===== src/rtl/xbar_switch_rr.sv =====
// Registered NxN crossbar with one round-robin arbiter per output.
// Each input offers one flit and a destination index. Each output holds a
// one-entry register that gives valid/ready flow control to the downstream
// link. A flit with an out-of-range destination is consumed and flagged on
// drop for one cycle, and no output is affected by it.
module xbar_switch_rr #(
    parameter int PORTS      = 5,
    parameter int DATA_WIDTH = 64,
    localparam int DEST_W    = $clog2(PORTS)
) (
    input  logic                              clk,
    input  logic                              reset,
    input  logic [PORTS-1:0][DATA_WIDTH-1:0]  in_data,
    input  logic [PORTS-1:0]                  in_valid,
    input  logic [PORTS-1:0][DEST_W-1:0]      in_dest,
    output logic [PORTS-1:0]                  in_ready,
    output logic [PORTS-1:0][DATA_WIDTH-1:0]  out_data,
    output logic [PORTS-1:0]                  out_valid,
    input  logic [PORTS-1:0]                  out_ready,
    output logic [PORTS-1:0]                  drop
);

    logic [PORTS-1:0][DATA_WIDTH-1:0] out_data_q, out_data_d;
    logic [PORTS-1:0]                 out_valid_q, out_valid_d;
    logic [PORTS-1:0]                 drop_q, drop_d;
    logic [PORTS-1:0][DEST_W-1:0]     ptr_q, ptr_d;

    logic [PORTS-1:0]                 ld_s;
    logic [PORTS-1:0]                 illegal_s;
    logic [PORTS-1:0][PORTS-1:0]      req_s;        // req_s[output][input]
    logic [PORTS-1:0]                 grant_vld_s;
    logic [PORTS-1:0][DEST_W-1:0]     grant_idx_s;
    logic [PORTS-1:0]                 in_grant_s;
    logic [DEST_W-1:0]                cand_s;

    // Decode per-output requests, illegal destinations and output load enables.
    always_comb begin
        ld_s      = '0;
        illegal_s = '0;
        req_s     = '0;
        for (int i = 0; i < PORTS; i++) begin
            illegal_s[i] = in_valid[i] && (int'(in_dest[i]) >= PORTS);
            for (int j = 0; j < PORTS; j++) begin
                req_s[j][i] = in_valid[i] && (int'(in_dest[i]) == j);
            end
        end
        for (int j = 0; j < PORTS; j++) begin
            ld_s[j] = !out_valid_q[j] || out_ready[j];
        end
    end

    // Round-robin search from each output's pointer; first requester wins.
    always_comb begin
        grant_vld_s = '0;
        grant_idx_s = '0;
        in_grant_s  = '0;
        cand_s      = '0;
        for (int j = 0; j < PORTS; j++) begin
            for (int k = 0; k < PORTS; k++) begin
                cand_s = DEST_W'((int'(ptr_q[j]) + k) % PORTS);
                if (ld_s[j] && !grant_vld_s[j] && req_s[j][cand_s]) begin
                    grant_vld_s[j] = 1'b1;
                    grant_idx_s[j] = cand_s;
                end else begin
                    grant_vld_s[j] = grant_vld_s[j];
                end
            end
        end
        // An input asks for a single output, so it can collect at most one grant.
        for (int j = 0; j < PORTS; j++) begin
            if (grant_vld_s[j]) begin
                in_grant_s[grant_idx_s[j]] = 1'b1;
            end else begin
                in_grant_s = in_grant_s;
            end
        end
    end

    // Accept granted or illegal-destination flits; accept nothing during reset.
    always_comb begin
        in_ready = '0;
        if (reset) begin
            in_ready = '0;
        end else begin
            in_ready = in_grant_s | illegal_s;
        end
    end

    // Next state of the output registers, arbiter pointers and drop pulses.
    always_comb begin
        out_data_d  = out_data_q;
        out_valid_d = out_valid_q;
        ptr_d       = ptr_q;
        drop_d      = illegal_s;
        for (int j = 0; j < PORTS; j++) begin
            if (grant_vld_s[j]) begin
                out_data_d[j]  = in_data[grant_idx_s[j]];
                out_valid_d[j] = 1'b1;
                ptr_d[j]       = DEST_W'((int'(grant_idx_s[j]) + 1) % PORTS);
            end else if (ld_s[j]) begin
                // Output drained with nothing new: keep data at zero while invalid.
                out_data_d[j]  = '0;
                out_valid_d[j] = 1'b0;
            end else begin
                out_data_d[j]  = out_data_q[j];
                out_valid_d[j] = out_valid_q[j];
            end
        end
    end

    // State registers with synchronous reset.
    always_ff @(posedge clk) begin
        if (reset) begin
            out_data_q  <= '0;
            out_valid_q <= '0;
            drop_q      <= '0;
            ptr_q       <= '0;
        end else begin
            out_data_q  <= out_data_d;
            out_valid_q <= out_valid_d;
            drop_q      <= drop_d;
            ptr_q       <= ptr_d;
        end
    end

    assign out_data  = out_data_q;
    assign out_valid = out_valid_q;
    assign drop      = drop_q;

endmodule

===== config.mk =====
export PLATFORM = sky130hd
export DESIGN_NAME = xbar_switch_rr
export DESIGN_NICKNAME = d
export VERILOG_FILES = /design/src/rtl/xbar_switch_rr.sv
export SDC_FILE = /design/constraint.sdc
export NUM_CORES = 2
export LEC_CHECK = 0
export CORE_AREA = 2 2 263 265
export DETAILED_ROUTE_END_ITERATION = 6
export DIE_AREA = 0 0 265 267
export DONT_BUFFER_PORTS = 1
export SYNTH_ARGS = -nofsm -noshare
export SYNTH_HDL_FRONTEND = slang
export SYNTH_SLANG_ARGS = --single-unit

===== constraint.sdc =====
create_clock -name clk -period 7.85 [get_ports clk]
set_input_delay 0.785 -clock clk [delete_from_list [all_inputs] [get_ports clk]]
set_output_delay 0.785 -clock clk [all_outputs]
set_load 0.01 [all_outputs]

==> impl_metrics.tcl <==
set metrics [dict create \
    antenna_left 0 \
    io_buffers 0 \
    grt_util_all_layers 0.406 \
    timing.final.crit_share 0.928 \
    num_rows 96 \
    timing.rr.start "ptr_q[4]$_SDFFE_PP0P_" \
    multi_input_area_um2 24300 \
    dp_hpwl_mm 99.7 \
    synthCells 4657 \
    critPathRequiredTime_ns 7.07 \
    vias_per_cell 7.09 \
    ys_ff_latch 345 \
    final-seq-area_um2 6910 \
    wl_per_cell_um 28.9 \
    gp_congestion 0.975 \
    synth.distinct_cells 113 \
    area_growth_pct 5.21 \
    wirelength_mm 152 \
    die_y_um 267 \
    post-route-min-period_ns 7.29 \
    drc 0 \
    grt.overflow.total 0 \
    timing.setup.tns_ns 0 \
    antenna_found_initial 3 \
    die_w_um 265 \
    cts_buffers 45 \
    hold_start "reset" \
    cts_sinks 345 \
    htreeDepth 2 \
    vias 37400 \
    clk_pin_slew_ns 0.07 \
    place_inst 5192 \
    crit_type "reg -> out" \
    fmax_ghz 0.137 \
    hp-class "in -> reg" \
    cts_tree "built" \
    clock_path_buffers 3 \
    fin_worst_skew_ns 0.0436 \
    cts.hold.buffers_added 0 \
    cp-start-kind "register" \
    worst_pin_slew_ns 1.25 \
    hold_viol 0 \
    relSlewSlack 0.165 \
    grt_pass1_wl_mm 224 \
    avgSynthCellArea_um2 7.25 \
    cp-end-kind "primary output" \
    drive_gt1_frac 0.0651 \
    first_global_vias 34000 \
    drt_iter0_drc 4128 \
    ios 682 \
    ys_seq_area_frac 0.205 \
    n_fill_cell 6693 \
    critical_path.max_fanout 47 \
    clkLatencyLatePin_ns 0.63 \
    cap_violations 0 \
    status "complete, no violations" \
    ys_warn_count 0 \
    async_flop_share 0 \
    synth_ff_type "dfxtp_1" \
    drv_slew 0 \
    synth_fp_nets 5111 \
    final_nets 4814 \
    layout.cells.non_filler 5280 \
    rsz0062_at_grt "no" \
    arrival_ns 6.50 \
    die_area_um2 70800 \
    start_util 0.497 \
    cts-root-buf "clkbuf_16" \
    first_pass_iters 6 \
    setup_violations 0 \
    grt_start_max_net_pins 231 \
    syn_area_um2 33800 \
    final_core_utilization 0.523 \
    synth_edf_count 0 \
    core_um2 68000 \
    crit_start "ptr_q[7]$_SDFFE_PP0P_" \
]
-- critical path, stage by stage, from the launching register on --
cell       delay, ns
dfxtp_1         0.61
inv_2           0.23
ha_1            0.61
inv_1           0.24
ha_1            0.24
or3_1           0.37
nand2_1         0.11
xnor2_1         0.15
inv_1           0.10
ha_1            0.25
nand2b_1        0.08
nand3_1         0.08
a2bb2oi_2       0.17
xnor2_1         0.30
mux2_1          0.37
a311oi_2        0.46
nand3_1         0.23
mux2i_4         0.25
buf_4           0.49
nand4_1         0.16
nor3_1          0.22
nor2_1          0.12
-- cells by family after synthesis --
family / count (synthesis) / share of synthesized area
AOI/OAI and AO/OA: 1607 / 0.338
and+or+nand+nor: 1534 / 0.219
buffers and inverters: 698 / 0.0861
DFF: 345 / 0.205
muxes: 326 / 0.102
adders and majority gates: 108 / 0.0402
xor gates and xnor gates: 39 / 0.0106
-- layout by cell type, fill, tap and decap left out, types with 106 or more instances in the layout --
master / instances
inv_1: 258
a211oi_1: 212
a31oi_1: 154
ha_1: 106
mux2i_1: 242
a21oi_1: 202
nor2_1: 212
dfxtp_1: 345
nor3_1: 295
nand2_1: 604
a21boi_0: 133
o21ai_0: 249
-- layer usage --
metal,GRT usage,part of all wire
met1,0.487,0.37
met2,0.627,0.44
met3,0.133,0.13
met4,0.252,0.069
met5,0,0.000085
-- stage by stage --
step           cell area, µm²  worst slack, ns  hold WS, ns
5_1_grt                 35500           0.0765        0.254
6_report                35500            0.565        0.252
2_1_floorplan           33800             1.43        0.479
3_3_place_gp            34000             1.07        0.488
4_1_cts                 35500            0.250        0.242
3_5_place_dp            34000            0.916        0.490
-- registers in the layout, indices dropped and copies added (netlist names) --
name and flops:
out_data 320, ptr_q 15, drop 5, out_valid 5
-- cell type report --
| class | count | share of cell area |
|---|---|---|
| antenna | 2 | 0.000141 |
| clock buffer | 70 | 0.0363 |
| clock inverter | 13 | 0.00454 |
| inverter | 275 | 0.0291 |
| multi-input combinational | 3615 | 0.683 |
| sequential | 345 | 0.194 |
| tap | 882 | 0.0311 |
| timing repair buffer | 78 | 0.0218 |
-- path summary, 6_finish.rpt --
kind | to | slack, ns | cells after the start
worst max register to register | out_data[75]$_SDFFE_PP0P_ | 1.06 | 22
worst min register to register | out_data[82]$_SDFFE_PP0P_ | 0.50 | 2
worst max-delay path | in_ready[4] | 0.56 | 21
worst min-delay path | out_data[123]$_SDFFE_PP0P_ | 0.25 | 1
-- Yosys cell counts, types with 47 or more instances --
master     number  share of area
nor3_1        297          0.044
nand2_1       605          0.067
a211oi_1      212          0.047
a21oi_1       204          0.030
a2111oi_0      75          0.019
buf_2          80          0.012
a21boi_0      133          0.030
o211ai_1       97          0.022
mux2_1         47          0.016
o31ai_1        78          0.017
dfxtp_1       345           0.20
o221ai_1       69          0.018
o21ai_0       249          0.037
and2_1         78          0.014
clkbuf_1      286          0.032
inv_1         258          0.029
a221o_1        63          0.019
ha_1          106          0.039
nand2b_1       97          0.018
mux2i_1       244          0.072
a31oi_1       154          0.029
nor2_1        216          0.024
-- what timing repair did --
item,CTS,global route
endpoints found under the setup margin,0,3
gates resized for setup,0,2
hold endpoints to repair,0,0
setup buffers,0,2
Power is left out: the tool's default activity adds up to more than one toggle a clock period on the data nets, which glitch-free logic cannot reach.
